<file path="src/rtl/sipo_deser_if.sv">
// sipo_deser_if: bundles the serial input side and the parallel output side of sipo_deser
//   din        serial bit from the upstream flip-flop q
//   din_en     bit strobe
//   start      frame start
//   dout       completed word in the holding register
//   dout_valid holding register has an unconsumed word
//   dout_ready consumer accepts the word
//   busy       deserializer is mid-frame
//   bit_cnt    bits captured in the current frame
//   overrun    sticky word-dropped flag
interface sipo_deser_if #(
   parameter int WIDTH = 8
);
   logic                         din;
   logic                         din_en;
   logic                         start;
   logic [WIDTH-1:0]             dout;
   logic                         dout_valid;
   logic                         dout_ready;
   logic                         busy;
   logic [$clog2(WIDTH+1)-1:0]   bit_cnt;
   logic                         overrun;
   modport master (
      output din, din_en, start, dout_ready,
      input  dout, dout_valid, busy, bit_cnt, overrun
   );
   modport slave (
      input  din, din_en, start, dout_ready,
      output dout, dout_valid, busy, bit_cnt, overrun
   );
endinterface

</file>
<file path="src/rtl/sipo_deser.sv">
// sipo_deser: serial-in/parallel-out deserializer with one-entry valid/ready holding register
//   clk    rising-edge clock
//   rst_n  synchronous active-low reset
//   bus    sipo_deser_if slave: din/din_en/start in, dout/dout_valid/dout_ready handshake,
//          busy/bit_cnt/overrun status
module sipo_deser #(
   parameter int WIDTH     = 8,
   parameter int MSB_FIRST = 1
) (
   input logic         clk,
   input logic         rst_n,
   sipo_deser_if.slave bus
);
   localparam int CW = $clog2(WIDTH+1);
   typedef enum logic {IDLE, SHIFT} state_t;
   state_t           state;
   logic [WIDTH-1:0] sreg;
   logic [WIDTH-1:0] base;
   logic [WIDTH-1:0] next_sreg;
   logic [CW-1:0]    cnt_base;
   logic [CW-1:0]    next_cnt;
   logic             shift;
   logic             done;
   // start restarts the frame, so a same-cycle strobe shifts into a cleared register
   always_comb begin
      base      = bus.start ? '0 : sreg;
      cnt_base  = bus.start ? '0 : bus.bit_cnt;
      shift     = bus.din_en && (bus.start || state == SHIFT);
      next_sreg = MSB_FIRST != 0 ? {base[WIDTH-2:0], bus.din} : {bus.din, base[WIDTH-1:1]};
      next_cnt  = cnt_base + CW'(1);
      done      = shift && next_cnt == CW'(WIDTH);
   end
   always_ff @(posedge clk) begin
      if (!rst_n) begin
         state          <= IDLE;
         sreg           <= '0;
         bus.bit_cnt    <= '0;
         bus.dout       <= '0;
         bus.dout_valid <= 1'b0;
         bus.overrun    <= 1'b0;
      end else begin
         if (bus.start) begin
            state       <= SHIFT;
            sreg        <= '0;
            bus.bit_cnt <= '0;
         end
         if (shift) begin
            sreg        <= next_sreg;
            bus.bit_cnt <= done ? '0 : next_cnt;
            if (done) state <= IDLE;
         end
         // a completing word wins over a plain consume, so a same-cycle handshake has no bubble
         if (done) begin
            if (!bus.dout_valid || bus.dout_ready) begin
               bus.dout       <= next_sreg;
               bus.dout_valid <= 1'b1;
            end else begin
               bus.overrun <= 1'b1;
            end
         end else if (bus.dout_valid && bus.dout_ready) begin
            bus.dout_valid <= 1'b0;
         end
      end
   end
   assign bus.busy = state == SHIFT;
endmodule

</file>
<file path="src/flat_wrapper.sv">
// flat-port wrapper written by rule: the top's interface ports become plain ports
module sipo_deser_flat 
#(
   parameter int WIDTH     = 8,
   parameter int MSB_FIRST = 1
)
  (clk, rst_n, bus_din, bus_din_en, bus_start, bus_dout_ready, bus_dout, bus_dout_valid, bus_busy, bus_bit_cnt, bus_overrun);
  sipo_deser_if #(.WIDTH(WIDTH)) bus_i ();
  input logic clk;
  input logic rst_n;
  input wire logic [$bits(bus_i.din)-1:0] bus_din;
  input wire logic [$bits(bus_i.din_en)-1:0] bus_din_en;
  input wire logic [$bits(bus_i.start)-1:0] bus_start;
  input wire logic [$bits(bus_i.dout_ready)-1:0] bus_dout_ready;
  output wire logic [$bits(bus_i.dout)-1:0] bus_dout;
  output wire logic [$bits(bus_i.dout_valid)-1:0] bus_dout_valid;
  output wire logic [$bits(bus_i.busy)-1:0] bus_busy;
  output wire logic [$bits(bus_i.bit_cnt)-1:0] bus_bit_cnt;
  output wire logic [$bits(bus_i.overrun)-1:0] bus_overrun;
  assign bus_i.din = bus_din;
  assign bus_i.din_en = bus_din_en;
  assign bus_i.start = bus_start;
  assign bus_i.dout_ready = bus_dout_ready;
  assign bus_dout = bus_i.dout;
  assign bus_dout_valid = bus_i.dout_valid;
  assign bus_busy = bus_i.busy;
  assign bus_bit_cnt = bus_i.bit_cnt;
  assign bus_overrun = bus_i.overrun;
  sipo_deser #(.WIDTH(WIDTH), .MSB_FIRST(MSB_FIRST)) u_core (.clk(clk), .rst_n(rst_n), .bus(bus_i));
endmodule
</file>
<file path="config.mk">
export PLATFORM = sky130hd
export DESIGN_NAME = sipo_deser_flat
export DESIGN_NICKNAME = d
export VERILOG_FILES = /design/src/rtl/sipo_deser_if.sv /design/src/rtl/sipo_deser.sv /design/src/flat_wrapper.sv
export SDC_FILE = /design/constraint.sdc
export NUM_CORES = 1
export LEC_CHECK = 0
export CAP_MARGIN = 10
export CORE_MARGIN = 2
export CORE_UTILIZATION = 53
export DETAILED_ROUTE_END_ITERATION = 8
export PLACE_DENSITY = 0.9
export SLEW_MARGIN = 20
export SYNTH_ARGS = -nofsm -noshare
export SYNTH_HDL_FRONTEND = slang
export SYNTH_SLANG_ARGS = --single-unit
</file>
<file path="constraint.sdc">
create_clock -name clk -period 5.5 [get_ports clk]
set_input_delay 1.65 -clock clk [delete_from_list [all_inputs] [get_ports clk]]
set_output_delay 1.65 -clock clk [all_outputs]
set_load 0.1 [all_outputs]
</file>
==> run metrics, run 1 <==
outcome completed; Mapped Area 0.00101 mm^2; worst path arrival time 1.88 ns; post-cts sizing count 0; Port Buffers 20; DPL Wire Length 1440 um; Critical Path Fanout Max 4; postcts setup bufs 0; Logic pwr share 9.4%; NetSw 71.3 uW; first-pass GRT wire length 3060 um; Syn Nets 117; post-route setup slack 1.97 ns; Final Cycle Share 64.2%; First-pass DRT Iterations 4; routed wire length 1900 um; Int Pwr 244 uW; Core Util, Final 72.0%; die area 0.00228 mm^2; Clock transition at path regs 0.12 ns; vias in the first global route 735; most frequent cells in the layout nand2_1 (32), dfxtp_1 (22), clkdlybuf4s50_1 (20); Worst Path Required 3.85 ns; slew margin rel. 35.3%; total CTS buffers 3; P_leak 0.442 nW; Vias 808; chip height 47.8 um; VDD IR max 167 uV; Area after DPL 0.00122 mm^2; Longest Clk Path Bufs 2; CP endpoint kind output port; Ys Warns 0; WS Path Type reg2out; Design Power 315 uW; ys flop type dfxtp_1; final instance area 0.00127 mm^2; CTS tree done; Least-Margin Pin Slew 0.967 ns; ratio of cells with drive above 1 in the final layout 11.5%; Synth Area per Inst 9.31 um^2; top cell family by delay on the critical path buffers and inverters; Largest stage delay, worst path 1.16 ns; Total GRT Usage 19.1%; clock network fraction of total power 39.0%; final setup vio count 0; total grt overflow 0; synth top area cells dfxtp_1 (43%), nand2_1 (12%), mux2i_1 (7.9%); Fillers 144; reg2reg path depth 6; FP Rows 15; worst min-delay path class reg2reg; crit path time final 3.53 ns; H-tree levels 1; sequential area share after synthesis 43.4%; Max Cap Violations 0; boundary pin count 21; max-slew violations 0; area leader, netlist dfxtp_1; DR DRC count 0; final setup TNS 0 ns; worst skew pair latency 0.30 ns; CP cell instances clkdlybuf4s50_1; Critical-path top delay cell clkdlybuf4s50_1; post-place setup slack 1.70 ns; # nets final 139; CP Launch Type register; Critical Path Stages 1; antenna violations before repair 0; pin count of the biggest net entering global routing 16; Async SR Flop Fraction 0%; post-synth top area share 43.4%; Antenna Cells 0; Cells on Worst Hold Path 2; GP Congestion 0.790; Final Non-Filler Cells 155; EDFF count, synth 0; switch share 22.6%; final hold vios 0; placed instance count 151; Placeable Area 0.00176 mm^2; RSZ-0062 raised after global routing no; Post-DRT Antenna Nets 0; maximum clock rate 0.283 GHz; part of the power in registers 51.6%; hold slack 0.460 ns; cts-stage hold buffer count 0; register bit count reported by yosys 22; WL/cell 12.3 um; 1st-iter DRT viols 19; commonest non-fill, non-tap cell in the layout nand2_1; Cells after Synth 109; die width 47.8 um; vias per cell 5.21; CP bufs+invs 1; power per cell area 248 mW/mm^2; Starting Density 57.5%; Distinct cells, synth 33; clock skew 0.00124 ns; Area Growth Syn to Fin 25.2%; root buffer cell clkbuf_4; clock sinks 22
[kinds of logic (layout without fill, tap and decap cells)]
group | Yosys count | count (layout) | synth area share [%]
AO/OA/AOI/OAI | 16 | 16 | 9.74
XOR/XNOR | 4 | 4 | 3.45
adder cells (fa/ha/maj) | 2 | 2 | 2.47
buffers and inverters | 5 | 26 | 3.57
flip-flops | 22 | 22 | 43.4
multiplexers | 10 | 10 | 11.6
AND/OR/NAND/NOR | 50 | 50 | 25.8
[power groups by stage]
stage | sequential (mW) | clock [mW] | combinational, mW
6_report | 0.162 | 0.123 | 0.0297
5_1_grt | 0.163 | 0.133 | 0.0315
4_1_cts | 0.162 | 0.124 | 0.0297
3_5_place_dp | 0.166 | 0 | 0.0295
3_3_place_gp | 0.166 | 0 | 0.0291
2_1_floorplan | 0.175 | 0 | 0.0127
[worst paths after layout]
path                            slack, ns                         endpoint                              from
worst min-delay path                 0.46  u_core.bus.overrun$_SDFFE_PN0P_   u_core.bus.overrun$_SDFFE_PN0P_
worst min register to register       0.46  u_core.bus.overrun$_SDFFE_PN0P_   u_core.bus.overrun$_SDFFE_PN0P_
worst max-delay path                 1.97                         bus_busy        u_core.bus.busy$_SDFF_PN0_
worst max register to register       3.73  u_core.bus.dout[2]$_SDFFE_PN0P_  u_core.bus.bit_cnt[0]$_SDFF_PN0_
[routing by layer]
| layer | part of all wire, % | GRT usage [%] | wire length (um) | vias up |
|---|---|---|---|---|
| met5 | 0 | 0 | 0 | - |
| met4 | 1.3 | 8.11 | 25 | 0 |
| met3 | 4.2 | 3.40 | 80 | 6 |
| met2 | 48 | 30.9 | 913 | 28 |
| met1 | 46 | 25.1 | 882 | 370 |
| li1 | - | - | - | 404 |
[worst min-delay path, cell delays in order (launching register included)]
cell and delay (ns):
dfxtp_1 0.33, nand2_1 0.05, o31ai_1 0.05
[Yosys cell counts (all sizes together), types with 2 or more instances]
| cell type | n |
|---|---|
| nand2 | 32 |
| dfxtp | 22 |
| a21oi | 10 |
| mux2i | 9 |
| nor2 | 5 |
| nor2b | 3 |
| o21ai | 3 |
| buf | 2 |
| ha | 2 |
| inv | 2 |
| nand2b | 2 |
| nand3 | 2 |
| nand4 | 2 |
| xnor2 | 2 |
| xor2 | 2 |
[layout make-up]
type | count | area, um^2 | area share, %
clock buffers | 3 | 22.5 | 1.77
clock inverters | 1 | 30.0 | 2.36
inverters | 2 | 7.51 | 0.591
multi-input cells | 82 | 538 | 42.4
flip-flops and latches | 22 | 440 | 34.7
well taps | 25 | 31.3 | 2.46
repair buffers | 20 | 200 | 15.8
[state kept, by name, indices dropped and copies added, names as in the netlist]
register and cells:
u_core.bus.dout 8, u_core.sreg 7, u_core.bus.overrun 1, u_core.bus.bit_cnt 4, u_core.bus.dout_valid 1, u_core.bus.busy 1
Power figures use the tool's default switching activity.
==> run 2: changes to the inputs <==
--- a/config.mk
+++ b/config.mk
@@ -7,9 +7,9 @@
 export LEC_CHECK = 0
 export CAP_MARGIN = 10
 export CORE_MARGIN = 2
-export CORE_UTILIZATION = 53
+export CORE_UTILIZATION = 44
 export DETAILED_ROUTE_END_ITERATION = 8
-export PLACE_DENSITY = 0.9
+export PLACE_DENSITY = 0.81
 export SLEW_MARGIN = 20
 export SYNTH_ARGS = -nofsm -noshare
 export SYNTH_HDL_FRONTEND = slang
==> constraint.sdc (replaced) <==
create_clock -name clk -period 2.9 [get_ports clk]
set_input_delay 0.87 -clock clk [delete_from_list [all_inputs] [get_ports clk]]
set_output_delay 0.87 -clock clk [all_outputs]
set_load 0.1 [all_outputs]
==> run 2 against run 1 <==
  * Sequential power is 90% higher
  * Critical path depth is 6 higher
  * Power is 92% higher
  * Hold slack better by 0.0052 ns
  * Critical path type is now in2reg
  * Critical endpoint is now u_core.bus.dout[3]$_SDFFE_PN0P_
==> run metrics, run 2 (same netlist as run 1, synthesis figures left out) <==
most flop-heavy register u_core.bus.dout; hold slack 0.466 ns; CTS tree done; reg2reg start u_core.bus.bit_cnt[1]$_SDFF_PN0_; P_leak 0.487 nW; Logic pwr share 9.7%; post-cts sizing count 0; postcts setup bufs 0; Least-Margin Pin Slew 0.385 ns; routed wire length 2060 um; Core Util, Final 57.5%; post-place setup slack 0.0801 ns; Sequential Area 440 um^2; Largest register FFs 8; Critical Path Fanout Max 8; Max Cap Violations 0; Regs by FF count u_core.bus.dout: 8 flops, u_core.sreg: 7 flops, u_core.bus.bit_cnt: 4 flops; Final Cycle Share 87.2%; Design Power 605 uW; cts-stage hold buffer count 0; max-slew violations 0; final hold vios 0; die width 52.0 um; worst path arrival time 2.78 ns; post-route setup slack 0.370 ns; vias per cell 5.01; Placeable Area 0.00219 mm^2; First-pass DRT Iterations 2; WS Path Type in2reg; switch share 23.3%; WL/cell 12.8 um; Area Growth Syn to Fin 24.0%; H-tree levels 1; Cells on Worst Hold Path 2; clock network fraction of total power 39.3%; CP Launch Type input pin; pin count of the biggest net entering global routing 15; ratio of cells with drive above 1 in the final layout 24.8%; die area 0.00271 mm^2; Int Pwr 464 uW; crit path time final 2.53 ns; final setup TNS 0 ns; maximum clock rate 0.395 GHz; total grt overflow 0; hold wc startpoint u_core.bus.dout[4]$_SDFFE_PN0P_; final instance area 0.00126 mm^2; final setup vio count 0; total CTS buffers 3; Vias 807; first-pass GRT wire length 3530 um; boundary pin count 21; Reg-to-Reg End u_core.bus.dout[3]$_SDFFE_PN0P_; Port Buffers 20; FP Rows 17; Total GRT Usage 18.1%; vias in the first global route 779; # nets final 142; part of the power in registers 51.0%; CP endpoint kind register; NetSw 141 uW; clock skew 0.00444 ns; commonest non-fill, non-tap cell in the layout nand2_1; Post-DRT Antenna Nets 0; slew margin rel. 74.3%; Worst Path Required 3.15 ns; Hold Path Sink u_core.bus.dout[4]$_SDFFE_PN0P_; reg2reg path depth 6; RSZ-0062 raised after global routing no; most frequent cells in the layout nand2_1 (32), dfxtp_1 (22), buf_4 (18); power per cell area 480 mW/mm^2; flop-to-flop setup slack 1.08 ns; Starting Density 46.3%; chip height 52.0 um; DPL Wire Length 1520 um; 1st-iter DRT viols 6; multi-input logic area 538 um^2; worst skew pair latency 0.31 ns; GP Congestion 0.785; VDD IR max 267 uV; DR DRC count 0; Fillers 186; placed instance count 157; worst min-delay path class reg2reg; Antenna Cells 0; Clock transition at path regs 0.12 ns; outcome completed; root buffer cell clkbuf_4; antenna violations before repair 0; clock sinks 22; Longest Clk Path Bufs 2; Area after DPL 0.00121 mm^2; Final Non-Filler Cells 161
==> run 2: cell types whose count changed in the layout (fill, tap and decap cells not counted) <==
cell	change
buf_4	+18
clkdlybuf4s50_1	-15
==> run 2: layout make-up <==
type,instances,area share [%]
Clock inverter,1,2.39
Multi-Input combinational cell,82,42.7
Timing Repair Buffer,23,14.7
Inverter,2,0.596
Tap cell,28,2.78
Sequential cell,22,35.0
Clock buffer,3,1.79
==> run 2: how the worst max path moves through the flow <==
stage / startpoint / end
after floorplan: u_core.bus.bit_cnt[0]$_SDFF_PN0_ / u_core.bus.dout[0]$_SDFFE_PN0P_
after CTS: bus_start / u_core.bus.dout[3]$_SDFFE_PN0P_
after detailed placement: bus_start / u_core.bus.dout[3]$_SDFFE_PN0P_
final: bus_start / u_core.bus.dout[3]$_SDFFE_PN0P_
after global placement: bus_start / u_core.bus.dout[5]$_SDFFE_PN0P_
after global routing: bus_start / u_core.bus.dout[3]$_SDFFE_PN0P_
==> run 2: power by group through the flow <==
stage               logic (mW)  clock network [mW]  registers [mW]
floorplan               0.0241                   0           0.331
global placement        0.0577                   0           0.315
detailed placement      0.0588                   0           0.315
CTS                     0.0592               0.241           0.308
global route            0.0630               0.253           0.309
finish                  0.0587               0.238           0.308
==> run 2: per-layer routing <==
| metal | routed length, um | track usage [%] |
|---|---|---|
| met1 | 914 | 21.2 |
| met2 | 1040 | 30.6 |
| met3 | 55 | 2.87 |
| met4 | 59 | 11.4 |
| met5 | 0 | 0 |
==> run 2: critical path: stages <==
cell,delay [ns]
clkdlybuf4s50_1,0.51
nor2b_1,0.26
ha_1,0.28
xnor2_1,0.21
nand4_2,0.21
nor2_8,0.22
mux2i_1,0.22
